$ cat config.mk
export PLATFORM = sky130hd
export DESIGN_NAME = ksa_serial_sub
export DESIGN_NICKNAME = d
export VERILOG_FILES = /design/src/rtl/ksa_pkg.sv /design/src/rtl/ksa_core.sv /design/src/rtl/ksa_serial_sub.sv
export SDC_FILE = /design/constraint.sdc
export NUM_CORES = 1
export LEC_CHECK = 0
export ABC_CLOCK_PERIOD_IN_PS = 3280
export CORE_MARGIN = 5
export CORE_UTILIZATION = 36
export CTS_CLUSTER_SIZE = 20
export DETAILED_ROUTE_END_ITERATION = 10
export PLACE_DENSITY = 0.65
export SETUP_SLACK_MARGIN = 0.5
export SYNTH_ARGS = -nofsm -noshare
export SYNTH_HDL_FRONTEND = slang
export SYNTH_HIERARCHICAL = 1
export SYNTH_SLANG_ARGS = --single-unit
export TNS_END_PERCENT = 1
$ cat constraint.sdc
create_clock -name clk -period 3.28 [get_ports clk]
set_clock_uncertainty 0.15 [all_clocks]
set_input_delay 0.656 -clock clk [delete_from_list [all_inputs] [get_ports clk]]
set_output_delay 0.656 -clock clk [all_outputs]
set_load 0.01 [all_outputs]
$ cat src/rtl/ksa_pkg.sv
// ----------------------------------------------------------------------------
// ksa_pkg
// Shared definitions for the digit-serial Kogge-Stone subtractor.
//   DIGIT_W        default digit width in bits (power of two, >= 2)
//   PREFIX_LEVELS  number of Kogge-Stone prefix levels for DIGIT_W
//   prefix_levels  prefix level count for an arbitrary digit width
//   frame_state_t  framing state of the serial subtractor
// ----------------------------------------------------------------------------
package ksa_pkg;

  localparam int DIGIT_W       = 4;
  localparam int PREFIX_LEVELS = $clog2(DIGIT_W);

  typedef enum logic {
    IDLE     = 1'b0,
    IN_FRAME = 1'b1
  } frame_state_t;

  function automatic int prefix_levels(input int w);
    return $clog2(w);
  endfunction

endpackage

$ cat src/rtl/ksa_core.sv
// ----------------------------------------------------------------------------
// ksa_core
// Combinational W-bit Kogge-Stone adder: {cout, s} = a + b + cin.
//   a, b  in   W  addends
//   cin   in   1  carry into bit 0
//   s     out  W  sum
//   cout  out  1  carry out of bit W-1
// ----------------------------------------------------------------------------
module ksa_core
  import ksa_pkg::*;
#(
  parameter int W = DIGIT_W
) (
  input  logic [W-1:0] a,
  input  logic [W-1:0] b,
  input  logic         cin,
  output logic [W-1:0] s,
  output logic         cout
);

  localparam int LV = prefix_levels(W);

  logic [W-1:0] g_init;
  logic [W-1:0] p_init;
  logic [W-1:0] g_all;
  logic [W-1:0] p_all;
  logic [W-1:0] c;

  assign g_init = a & b;
  assign p_init = a ^ b;

  // Each level combines every bit with the group DIST positions below it.
  // Bits below DIST have no partner: generate passes through unchanged, and
  // propagate is ANDed with ones so it also passes through.
  for (genvar gl = 0; gl < LV; gl++) begin : g_level
    localparam int DIST = 1 << gl;
    localparam logic [W-1:0] FILL = {W{1'b1}} >> (W - DIST);

    logic [W-1:0] g_prev;
    logic [W-1:0] p_prev;
    logic [W-1:0] g;
    logic [W-1:0] p;

    if (gl == 0) begin : g_src
      assign g_prev = g_init;
      assign p_prev = p_init;
    end else begin : g_src
      assign g_prev = g_level[gl-1].g;
      assign p_prev = g_level[gl-1].p;
    end

    assign g = g_prev | (p_prev & (g_prev << DIST));
    assign p = p_prev & ((p_prev << DIST) | FILL);
  end

  assign g_all = g_level[LV-1].g;
  assign p_all = g_level[LV-1].p;

  // g_all/p_all span bits [i:0]; folding in cin gives the carry out of bit i.
  assign c    = g_all | (p_all & {W{cin}});
  assign s    = p_init ^ {c[W-2:0], cin};
  assign cout = c[W-1];

endmodule

$ cat src/rtl/ksa_serial_sub.sv
// ----------------------------------------------------------------------------
// ksa_serial_sub
// Digit-serial multi-precision subtractor, A - B, least-significant digit
// first. Each digit is A + ~B + cin through a Kogge-Stone adder; the borrow
// chain is carried between beats in carry_q. One-cycle registered output.
//   clk, rst_n             clock, asynchronous active-low reset
//   in_valid / in_ready    input handshake
//   in_a, in_b             minuend / subtrahend digits (W bits)
//   in_first, in_last      frame delimiters
//   out_valid / out_ready  output handshake
//   out_d                  difference digit
//   out_last               last digit of the frame
//   out_borrow             A < B (only on out_last, else 0)
//   out_zero               whole difference is zero (only on out_last, else 0)
//   err_proto              one-cycle pulse after a beat with bad framing
// ----------------------------------------------------------------------------
module ksa_serial_sub
  import ksa_pkg::*;
#(
  parameter int W = DIGIT_W
) (
  input  logic         clk,
  input  logic         rst_n,
  input  logic         in_valid,
  output logic         in_ready,
  input  logic [W-1:0] in_a,
  input  logic [W-1:0] in_b,
  input  logic         in_first,
  input  logic         in_last,
  output logic         out_valid,
  input  logic         out_ready,
  output logic [W-1:0] out_d,
  output logic         out_last,
  output logic         out_borrow,
  output logic         out_zero,
  output logic         err_proto
);

  frame_state_t frame_state;
  logic         carry_q;
  logic         zacc_q;

  logic         accept;
  logic         starts;
  logic         cin;
  logic         zacc_in;
  logic         frame_err;
  logic         digit_zero;
  logic         zacc_next;
  logic [W-1:0] sum;
  logic         cout;

  // The output register can always take a new beat once its current beat
  // is leaving, so full throughput needs no extra buffering.
  assign in_ready = !out_valid || out_ready;
  assign accept   = in_valid && in_ready;

  // A missing in_first after a completed frame still starts a new frame, and
  // an unexpected in_first mid-frame restarts it; both are flagged.
  assign starts    = in_first || (frame_state == IDLE);
  assign frame_err = (frame_state == IN_FRAME) ? in_first : !in_first;

  // Subtraction as A + ~B + 1 on the first digit; afterwards the carry out
  // (the inverted borrow) feeds the next digit.
  assign cin     = starts ? 1'b1 : carry_q;
  assign zacc_in = starts ? 1'b1 : zacc_q;

  ksa_core #(
    .W (W)
  ) u_core (
    .a    (in_a),
    .b    (~in_b),
    .cin  (cin),
    .s    (sum),
    .cout (cout)
  );

  assign digit_zero = (sum == '0);
  assign zacc_next  = zacc_in & digit_zero;

  always_ff @(posedge clk or negedge rst_n) begin
    if (!rst_n) begin
      frame_state <= IDLE;
      carry_q     <= 1'b1;
      zacc_q      <= 1'b1;
      out_valid   <= 1'b0;
      out_d       <= '0;
      out_last    <= 1'b0;
      out_borrow  <= 1'b0;
      out_zero    <= 1'b0;
      err_proto   <= 1'b0;
    end else begin
      err_proto <= accept && frame_err;

      if (accept) begin
        out_valid <= 1'b1;
        out_d     <= sum;
        out_last  <= in_last;
        if (in_last) begin
          frame_state <= IDLE;
          carry_q     <= 1'b1;
          zacc_q      <= 1'b1;
          out_borrow  <= ~cout;
          out_zero    <= zacc_next;
        end else begin
          frame_state <= IN_FRAME;
          carry_q     <= cout;
          zacc_q      <= zacc_next;
          out_borrow  <= 1'b0;
          out_zero    <= 1'b0;
        end
      end else if (out_ready) begin
        out_valid <= 1'b0;
      end
    end
  end

endmodule
==> out/results.txt <==
status = finished, final reports clean
post-CTS sizing = 0
CP max FO = 8
WL/cell = 11.1 microns
Post-Syn Area per Cell = 11.5 sq um
IO Pins = 24
Fin. Hold Viols = 0
Tightest Pin Transition = 512 ps
setup TNS = 0 ps
CTS Hold Buffers Added = 0
row count = 15
clock transition at the registers of the reported paths = 80 ps
CTS tree = yes
DRC errors left = 0
clock network power share = 26.2%
worst hold path class = flip-flop to flip-flop
WP data required = 2470 ps
Min Clock Period, post-route = 2630 ps
Yosys reg bits = 12
Peak VDD IR = 0.294 mV
Rel. slew slack = 65.8%
antenna violations before repair = 0
postcts setup bufs = 0
via count = 474
layout cells sized above 1 = 17.9%
TritonCTS Buffers = 3
CTS H-tree lvls = 1
final wirelength = 1.21 mm
sw power = 0.000119 W
Post-Place Cells = 105
synthesized area = 667 sq um
vias in the first global route = 461
CP max-delay cell = clkdlybuf4s50_1
RSZ-0062 raised after global routing = false
combinational power share = 31.8%
most frequent cells in the layout = clkdlybuf4s50_1, dfrtp_1, inv_1
fin nets = 105
Post-DP HPWL = 1.00 mm
antenna-violating nets left = 0
Root Buffer = clkbuf_4
Reg power frac = 42.0%
clk buf depth = 2
first-pass GRT wire length = 1.95 mm
# fillers = 157
CP peak stage delay = 550 ps
Finished Layout Cells = 109
# diodes = 0
Clock Sinks = 12
Syn Nets = 78
CP arrival = 1830 ps
fin. max-slew vios = 0
CP Capture Type = primary output
gr usage total = 9.90%
detail-routed via count per cell = 4.35
Max-Cap Viols = 0
leakage = 0.441 nW
chip width = 53.0 microns
cell area power density = 473 nW/um^2
DRT iter0 DRCs = 6
Netlist cell types = 24
die area = 2810 sq um
largest net degree at the start of global routing = 13
Post-Synthesis Cells = 58
Yosys Warn Count = 6
most common cell after layout, fill and taps aside = clkdlybuf4s50_1
kind of critical path = input pin to primary output
Multi-input gate area = 323 sq um
GPL Wtd Cong = 0.714
worst-skew pair later-pin latency = 280 ps
crit-path most repeated cell = clkdlybuf4s50_1
Worst setup SP type = input pin
core area = 1750 sq um
grt total ovfl = 0
f_max = 380 MHz
port buffer count = 23
sequential fraction of the synthesis area = 45.4%
Final period util = 80.2%
endpoints failing setup = 0
die height = 53.0 microns
P&R area growth vs syn = 43.0%
cell chain of the critical path = clkdlybuf4s50_1 -> nand2b_4 -> clkdlybuf4s50_1
router iterations before antenna repair = 4
Seq. cell area = 303 sq um
Pint = 0.000332 W
reg2reg setup slack = 1270 ps
Sw Share = 26.4%
Starting Density = 38.2%
[power groups by stage]
stage / registers, W / logic, W / clock network, W
finish: 0.000189 / 0.000143 / 0.000118
global route: 0.000194 / 0.000158 / 0.000129
CTS: 0.000190 / 0.000146 / 0.000122
detailed placement: 0.000193 / 0.000145 / 0
global placement: 0.000192 / 0.000145 / 0
floorplan: 0.000202 / 0.0000626 / 0
[metrics by stage]
stage / hold slack [ps] / instance area, sq um / total power [W] / setup WS, ps / util [%]
after floorplan: 210 / 667 / 0.000264 / 1050 / -
after global placement: 336 / 917 / 0.000337 / 512 / 52.5
after detailed placement: 344 / 917 / 0.000338 / 403 / 52.5
after CTS: 362 / 953 / 0.000458 / 637 / 54.6
after global routing: 373 / 953 / 0.000481 / 574 / 54.6
final: 356 / 953 / 0.000451 / 648 / 54.6
[flip-flops by register name (all words and copies together), names as in the netlist]
register,cells
out_valid,1
carry_q,1
err_proto,1
out_borrow,1
out_d,4
out_last,1
out_zero,1
zacc_q,1
frame_state,1
[synthesized netlist by cell type]
cell | count | area [sq um]
dfrtp_1 | 10 | 250
inv_1 | 8 | 30.0
ha_1 | 5 | 62.6
mux2_2 | 5 | 56.3
a21oi_1 | 4 | 20.0
a21o_1 | 3 | 22.5
dfstp_2 | 2 | 52.6
nand2b_1 | 2 | 12.5
nor2_1 | 2 | 7.51
o21ai_0 | 2 | 10.0
xor2_1 | 2 | 17.5
a31o_1 | 1 | 8.76
a31oi_1 | 1 | 6.26
and2_4 | 1 | 8.76
and3_1 | 1 | 6.26
buf_6 | 1 | 11.3
fa_1 | 1 | 20.0
mux2_4 | 1 | 15.0
nand2_2 | 1 | 6.26
nand2b_4 | 1 | 13.8
nand3_1 | 1 | 5.00
nor4_1 | 1 | 6.26
o2bb2ai_1 | 1 | 8.76
xnor2_1 | 1 | 8.76
[per-layer routing]
layer | GRT usage [%] | wire length (microns)
met3 | 4.23 | 74
met5 | 0 | 0
met4 | 2.55 | 8
met1 | 13.8 | 566
met2 | 13.8 | 556
[critical path, delay by kind of cell]
family | cells | cell delay (ps)
buf+inv | 2 | 1010
simple gates | 1 | 160
[final timing paths]
kind / startpoint / endpoint / cells after the start
worst max register to register: frame_state$_DFFE_PN0P_ / zacc_q$_DFFE_PN1P_ / 7
worst max-delay path: out_ready / in_ready / 3
max in group asynchronous: rst_n / carry_q$_DFFE_PN1P_ / 1
min in group asynchronous: rst_n / out_d[2]$_DFFE_PN0P_ / 1
worst min-delay path: out_d[1]$_DFFE_PN0P_ / out_d[1]$_DFFE_PN0P_ / 1
worst min register to register: out_d[1]$_DFFE_PN0P_ / out_d[1]$_DFFE_PN0P_ / 1
[final cells by class]
type	count	area share (%)
clock buffers	4	3.81
inverters	8	3.15
multi-input cells	37	33.9
flip-flops and latches	12	31.8
well taps	25	3.28
repair buffers	23	24.1
[logic make-up (layout without fill, tap and decap cells)]
kind of cell             count (synthesis)  count (layout)  synth area share [%]
AO/OA/AOI/OAI                           12              12                  11.4
flip-flops                              12              12                  45.4
AND/OR/NAND/NOR                         10              10                  9.94
buffers and inverters                    9              35                  6.19
adder cells (fa/ha/maj)                  6               6                  12.4
multiplexers                             6               6                  10.7
XOR/XNOR                                 3               3                  3.94
No activity file was read; power rests on OpenSTA's default activity.
